<file path="config.mk">
export PLATFORM = sky130hd
export DESIGN_NAME = pc_unit
export DESIGN_NICKNAME = d
export VERILOG_FILES = /design/src/rtl/pc_pkg.sv /design/src/rtl/pc_ras.sv /design/src/rtl/pc_unit.sv
export SDC_FILE = /design/constraint.sdc
export NUM_CORES = 1
export LEC_CHECK = 0
export BUFFER_PORTS_ARGS = -buffer_cell sky130_fd_sc_hd__buf_2
export CAP_MARGIN = 20
export CORE_MARGIN = 5
export CORE_UTILIZATION = 45
export CTS_CLUSTER_DIAMETER = 40
export DETAILED_ROUTE_END_ITERATION = 7
export SYNTH_ARGS = -nofsm -noshare
export SYNTH_HDL_FRONTEND = slang
export SYNTH_SLANG_ARGS = --single-unit
</file>
<file path="constraint.sdc">
create_clock -name clk -period 4.65 [get_ports clk]
set_input_delay 0.2325 -clock clk [delete_from_list [all_inputs] [get_ports clk]]
set_output_delay 0.2325 -clock clk [all_outputs]
set_load 0.02 [all_outputs]
</file>
<file path="src/rtl/pc_pkg.sv">
// Shared definitions for the program-counter unit: operation encoding and
// sizing helpers used by pc_unit and its return-address stack.
package pc_pkg;

  localparam int OP_W = 3;

  typedef enum logic [OP_W-1:0] {
    OP_HOLD   = 3'd0,
    OP_INC    = 3'd1,
    OP_LOAD   = 3'd2,
    OP_BRANCH = 3'd3,
    OP_CALL   = 3'd4,
    OP_RET    = 3'd5
  } op_t;

  // Width needed to hold an occupancy count of 0..depth inclusive.
  function automatic int cnt_width(input int depth);
    return $clog2(depth + 1);
  endfunction

endpackage

</file>
<file path="src/rtl/pc_ras.sv">
// Circular return-address stack: a push while full overwrites the oldest
// entry, and a pop while empty is ignored.
module pc_ras
  import pc_pkg::*;
#(
  parameter  int WIDTH     = 20,
  parameter  int RAS_DEPTH = 4,
  localparam int CNT_W     = cnt_width(RAS_DEPTH),
  localparam int PTR_W     = $clog2(RAS_DEPTH)
) (
  input  logic             clk,
  input  logic             rst_n,
  input  logic             push,
  input  logic             pop,
  input  logic [WIDTH-1:0] push_data,
  output logic [WIDTH-1:0] top,
  output logic [CNT_W-1:0] count,
  output logic             full,
  output logic             empty
);

  logic [WIDTH-1:0] mem_q [RAS_DEPTH];
  logic [WIDTH-1:0] mem_d [RAS_DEPTH];
  logic [PTR_W-1:0] ptr_q, ptr_d;
  logic [PTR_W-1:0] ptr_inc, ptr_dec;
  logic [CNT_W-1:0] count_q, count_d;

  // ptr_q is the next write slot; the top of stack sits one slot below it.
  always_comb begin
    ptr_inc = (ptr_q == PTR_W'(RAS_DEPTH - 1)) ? '0 : ptr_q + PTR_W'(1);
    ptr_dec = (ptr_q == '0) ? PTR_W'(RAS_DEPTH - 1) : ptr_q - PTR_W'(1);
  end

  assign full  = (count_q == CNT_W'(RAS_DEPTH));
  assign empty = (count_q == '0);
  assign count = count_q;
  assign top   = mem_q[ptr_dec];

  always_comb begin
    mem_d   = mem_q;
    ptr_d   = ptr_q;
    count_d = count_q;
    if (push) begin
      mem_d[ptr_q] = push_data;
      ptr_d        = ptr_inc;
      if (!full) begin
        count_d = count_q + CNT_W'(1);
      end
    end else if (pop && !empty) begin
      ptr_d   = ptr_dec;
      count_d = count_q - CNT_W'(1);
    end
  end

  always_ff @(posedge clk) begin
    if (!rst_n) begin
      mem_q   <= '{default: '0};
      ptr_q   <= '0;
      count_q <= '0;
    end else begin
      mem_q   <= mem_d;
      ptr_q   <= ptr_d;
      count_q <= count_d;
    end
  end

endmodule

</file>
<file path="src/rtl/pc_unit.sv">
// Program-counter unit: PC register, next-PC selection (hold/inc/load/branch/
// call/ret), return-address stack and sticky overflow/underflow flags.
module pc_unit
  import pc_pkg::*;
#(
  parameter  int               WIDTH     = 20,
  parameter  logic [WIDTH-1:0] RESET_VEC = '0,
  parameter  int unsigned      STEP      = 1,
  parameter  int               RAS_DEPTH = 4,
  localparam int               CNT_W     = cnt_width(RAS_DEPTH)
) (
  input  logic             clk,
  input  logic             rst_n,
  input  logic             en,
  input  logic [OP_W-1:0]  op,
  input  logic [WIDTH-1:0] target,
  input  logic [WIDTH-1:0] offset,
  input  logic             err_clr,
  output logic [WIDTH-1:0] pc_out,
  output logic [CNT_W-1:0] ras_count,
  output logic             ras_full,
  output logic             ras_empty,
  output logic             ras_ovf,
  output logic             ras_unf
);

  localparam logic [WIDTH-1:0] STEP_V = WIDTH'(STEP);

  logic [WIDTH-1:0] pc_q, pc_d;
  logic             ovf_q, ovf_d;
  logic             unf_q, unf_d;
  logic [WIDTH-1:0] pc_inc, pc_br;
  logic [WIDTH-1:0] ras_top;
  logic             ras_push, ras_pop;
  op_t              op_sel;

  assign op_sel = op_t'(op);
  assign pc_inc = pc_q + STEP_V;
  assign pc_br  = pc_q + offset;

  // Flags clear first so that a same-cycle set takes priority over err_clr.
  always_comb begin
    pc_d     = pc_q;
    ras_push = 1'b0;
    ras_pop  = 1'b0;
    ovf_d    = ovf_q & ~err_clr;
    unf_d    = unf_q & ~err_clr;
    if (en) begin
      case (op_sel)
        OP_INC:    pc_d = pc_inc;
        OP_LOAD:   pc_d = target;
        OP_BRANCH: pc_d = pc_br;
        OP_CALL: begin
          ras_push = 1'b1;
          pc_d     = target;
          if (ras_full) begin
            ovf_d = 1'b1;
          end
        end
        OP_RET: begin
          if (ras_empty) begin
            pc_d  = pc_inc;
            unf_d = 1'b1;
          end else begin
            pc_d    = ras_top;
            ras_pop = 1'b1;
          end
        end
        default: pc_d = pc_q;
      endcase
    end
  end

  always_ff @(posedge clk) begin
    if (!rst_n) begin
      pc_q  <= RESET_VEC;
      ovf_q <= 1'b0;
      unf_q <= 1'b0;
    end else begin
      pc_q  <= pc_d;
      ovf_q <= ovf_d;
      unf_q <= unf_d;
    end
  end

  pc_ras #(
    .WIDTH     (WIDTH),
    .RAS_DEPTH (RAS_DEPTH)
  ) u_ras (
    .clk       (clk),
    .rst_n     (rst_n),
    .push      (ras_push),
    .pop       (ras_pop),
    .push_data (pc_inc),
    .top       (ras_top),
    .count     (ras_count),
    .full      (ras_full),
    .empty     (ras_empty)
  );

  assign pc_out  = pc_q;
  assign ras_ovf = ovf_q;
  assign ras_unf = unf_q;

endmodule

</file>
==> results.py <==
metrics = {
    "status": {
        "outcome": "complete, no violations",
    },
    "grt": {
        "grt_util_all_layers_pct": 20.65,
        "antenna_found_initial": 0,
        "grtUsageMet2_pct": 31.99,
        "grt_use_met3_pct": 3.386,
        "top_usage_layer": "met2",
        "grt_max_degree": 63,
        "use_met1_pct": 29.94,
        "grt_pass1_wl_um": 27030,
        "grt_pass1_vias": 5101,
        "grt-ovfl-total": 0,
    },
    "pwr": {
        "power.density_nw_per_um2": 302.3,
        "combPwrFrac_pct": 18.6,
        "power_mw": 2.116,
        "p_switching_mw": 0.6535,
        "p_leak_nw": 3.559,
        "vdd_drop_max_v": 0.0001734,
        "power_switching_share_pct": 30.89,
        "clkPwrFrac_pct": 35.1,
        "intPower_mw": 1.462,
        "seq_power_share_pct": 46.4,
    },
    "synth": {
        "postSynthCellCount": 685,
        "ys_seq_area_share_pct": 34.41,
        "synth_edf_count": 0,
        "synth_area_leaders": "dfxtp_1 (34%), o211a_1 (12%), nand2_1 (7.4%)",
        "syn_nets": 758,
        "netlist.top_cell.by_area": "dfxtp_1",
        "syn_area_per_cell_sq_um": 9.087,
        "ys.flop_type": "dfxtp_1",
        "syn-cell-area_sq_um": 6225,
        "synth_top_area_share_pct": 34.41,
        "muxShareOfSynthArea_pct": 7.879,
        "synth_cell_types": 61,
        "synth_fa_ha_area_share_pct": 5.467,
        "synth_compound_area_share_pct": 28.14,
        "synthSimpleGateAreaFrac_pct": 16.04,
        "ys_warn_count": 0,
        "synth_xor_area_share_pct": 4.221,
        "async_flop_share_pct": 0,
        "ys_seq_elements": 107,
        "synth_top_family_by_area": "compound AO/OA/AOI/OAI gates",
    },
    "setup_path": {
        "cp.arrival_ns": 3.17,
        "ff2ff_path_depth": 7,
        "r2r-end": "pc_out[11]$_SDFFE_PN0P_",
        "worstSetupStartpointType": "register",
        "critPathRequiredTime_ns": 4.89,
        "regToRegSetupSlack_ns": 1.73,
        "cp_max_fo": 13,
        "end_kind": "register",
        "reg2reg_from": "u_ras.ptr_q[0]$_SDFFE_PN0P_",
        "critPathKind": "register to register",
    },
    "final_layout": {
        "area_delta_synth_final_pct": 12.42,
        "layout.nets": 809,
        "layout-drive-gt1-share_pct": 18.49,
        "final_cells": 921,
        "antenna_cells": 0,
        "final_cell_mix": "nand2_1 (122), dfxtp_1 (107), o211a_1 (75)",
        "final_common_cell": "nand2_1",
    },
    "worst_hold_path": {
        "hold_depth": 3,
        "hold_end": "pc_out[1]$_SDFFE_PN0P_",
        "hold_path_class": "input pin to register",
        "holdCritStartpoint": "target[1]",
    },
    "run": {
        "drv_cap": 0,
    },
    "floorplan": {
        "initial_core_util_pct": 45.37,
        "fp-row-count": 43,
        "die-area_sq_um": 16280,
        "core_sq_um": 13720,
        "die_w_um": 127.6,
        "die_h_um": 127.6,
        "ioPinCount": 74,
    },
    "route": {
        "wl_per_cell_um": 18.29,
        "drtIter0Drc": 479,
        "vias_per_cell": 5.947,
        "routed_wl_um": 16850,
        "via_count": 5477,
        "drt-pass1-iter-count": 5,
        "ant_nets": 0,
        "drc_errors": 0,
    },
    "timing": {
        "layout_min_cycle_time_ns": 2.925,
        "rsz0062_at_grt": "false",
        "setup_viol": 0,
        "fin_crit_sh_pct": 62.90,
        "max_freq_mhz": 341.9,
        "hold_violations": 0,
        "hold_slack_ns": 0.1857,
        "slew_viol_final": 0,
        "fin_worst_skew_ns": 0.01243,
        "relSlewSlack_pct": 40.23,
        "setup_tns_ns": 0,
        "tightest_slew_ns": 0.8965,
    },
    "clock_network": {
        "htreeDepth": 3,
        "cts_tree": "done",
        "clock_sinks": 107,
        "numCtsBuffers": 9,
        "cts_root_buf": "clkbuf_16",
        "hold_buffers": 0,
        "insertion_delay_ns": 0.35,
        "clk_pin_slew_ns": 0.07,
        "post-cts-setup-buffers": 0,
        "post_cts_resized": 0,
        "clock_path_buffers": 2,
    },
    "place": {
        "dp_hpwl_um": 12170,
        "globalplace.congestion": 0.8283,
        "dp_cells": 905,
        "portBuffers": 73,
    },
}
==> state kept, by name, summed over array words and instances, names as in the netlist <==
register and count:
ras_ovf 1, u_ras.ptr_q 2, u_ras.count 3, pc_out 20, ras_unf 1, u_ras.mem_q 80
==> routing by layer <==
layer / vias to the layer above / part of all wire [%]
li1: 2644 / -
met1: 2654 / 47
met2: 163 / 45
met3: 16 / 6.5
met4: 0 / 0.98
met5: - / 0
==> cells in the mapped netlist, types with 3 or more instances <==
library cell  number
nand2_1          122
dfxtp_1          107
o211a_1           75
o21ai_0           48
a21oi_1           37
clkbuf_1          27
nor2_1            25
ha_1              24
mux4_2            20
xor2_1            16
buf_2             14
inv_1             14
xnor2_1           14
nand3_1           12
a221oi_1          11
and2_1            11
o21a_1             9
nor2b_1            8
nand4_1            7
nor3_1             6
nand2b_1           5
o211ai_1           5
a21boi_0           4
a21o_1             4
mux2i_1            4
o31ai_1            4
a211oi_1           3
and4_1             3
==> critical path, cell delays in order (launching register included) <==
cell and delay, ns:
dfxtp_1 0.42, inv_1 0.09, ha_1 0.83, buf_4 0.36
mux4_2 0.52, a221oi_1 0.23, o21ai_0 0.12, o221a_2 0.26
==> worst max path at each step <==
stage                                 from                       to  slack (ns)  depth (start not counted)
2_1_floorplan       pc_out[0]$_SDFFE_PN0P_  pc_out[18]$_SDFFE_PN0P_        2.12                         10
3_3_place_gp   u_ras.ptr_q[0]$_SDFFE_PN0P_  pc_out[11]$_SDFFE_PN0P_        1.70                          7
3_5_place_dp   u_ras.ptr_q[0]$_SDFFE_PN0P_  pc_out[11]$_SDFFE_PN0P_        1.68                          7
4_1_cts        u_ras.ptr_q[0]$_SDFFE_PN0P_  pc_out[11]$_SDFFE_PN0P_        1.66                          7
5_1_grt        u_ras.ptr_q[0]$_SDFFE_PN0P_  pc_out[11]$_SDFFE_PN0P_        1.47                          7
6_report       u_ras.ptr_q[0]$_SDFFE_PN0P_  pc_out[11]$_SDFFE_PN0P_        1.73                          7
==> power groups by stage <==
| stage | Sequential (mW) | Clock [mW] | Combinational [mW] |
|---|---|---|---|
| after floorplan | 1.01 | 0 | 0.254 |
| after global placement | 1.00 | 0 | 0.383 |
| after detailed placement | 1.00 | 0 | 0.389 |
| after CTS | 0.980 | 0.756 | 0.391 |
| after global routing | 0.986 | 0.797 | 0.435 |
| final | 0.981 | 0.742 | 0.393 |
==> final cells by class <==
| class | instances | area, sq um |
|---|---|---|
| tap | 180 | 225.2 |
| multi-input combinational | 521 | 3849 |
| sequential | 107 | 2142 |
| clock buffer | 9 | 225.2 |
| clock inverter | 7 | 56.30 |
| fill | 1278 | 6721 |
| inverter | 14 | 52.55 |
| timing repair buffer | 83 | 447.9 |
==> through the flow <==
| step | area, sq um | utilization [%] | setup WS (ns) |
|---|---|---|---|
| after floorplan | 6225 | - | 2.120 |
| after global placement | 6701 | 48.85 | 1.701 |
| after detailed placement | 6716 | 48.96 | 1.677 |
| after CTS | 6998 | 51.01 | 1.664 |
| after global routing | 6998 | 51.01 | 1.467 |
| final | 6998 | 51.01 | 1.725 |
==> kinds of logic after synthesis <==
family                     count (synthesis)
AOI/OAI and AO/OA                        227
xor gates and xnor gates                  30
adders and majority gates                 26
buffers and inverters                     57
DFF                                      107
muxes                                     24
and+or+nand+nor                          214
Note: power is estimated with default switching activity, not from simulation.
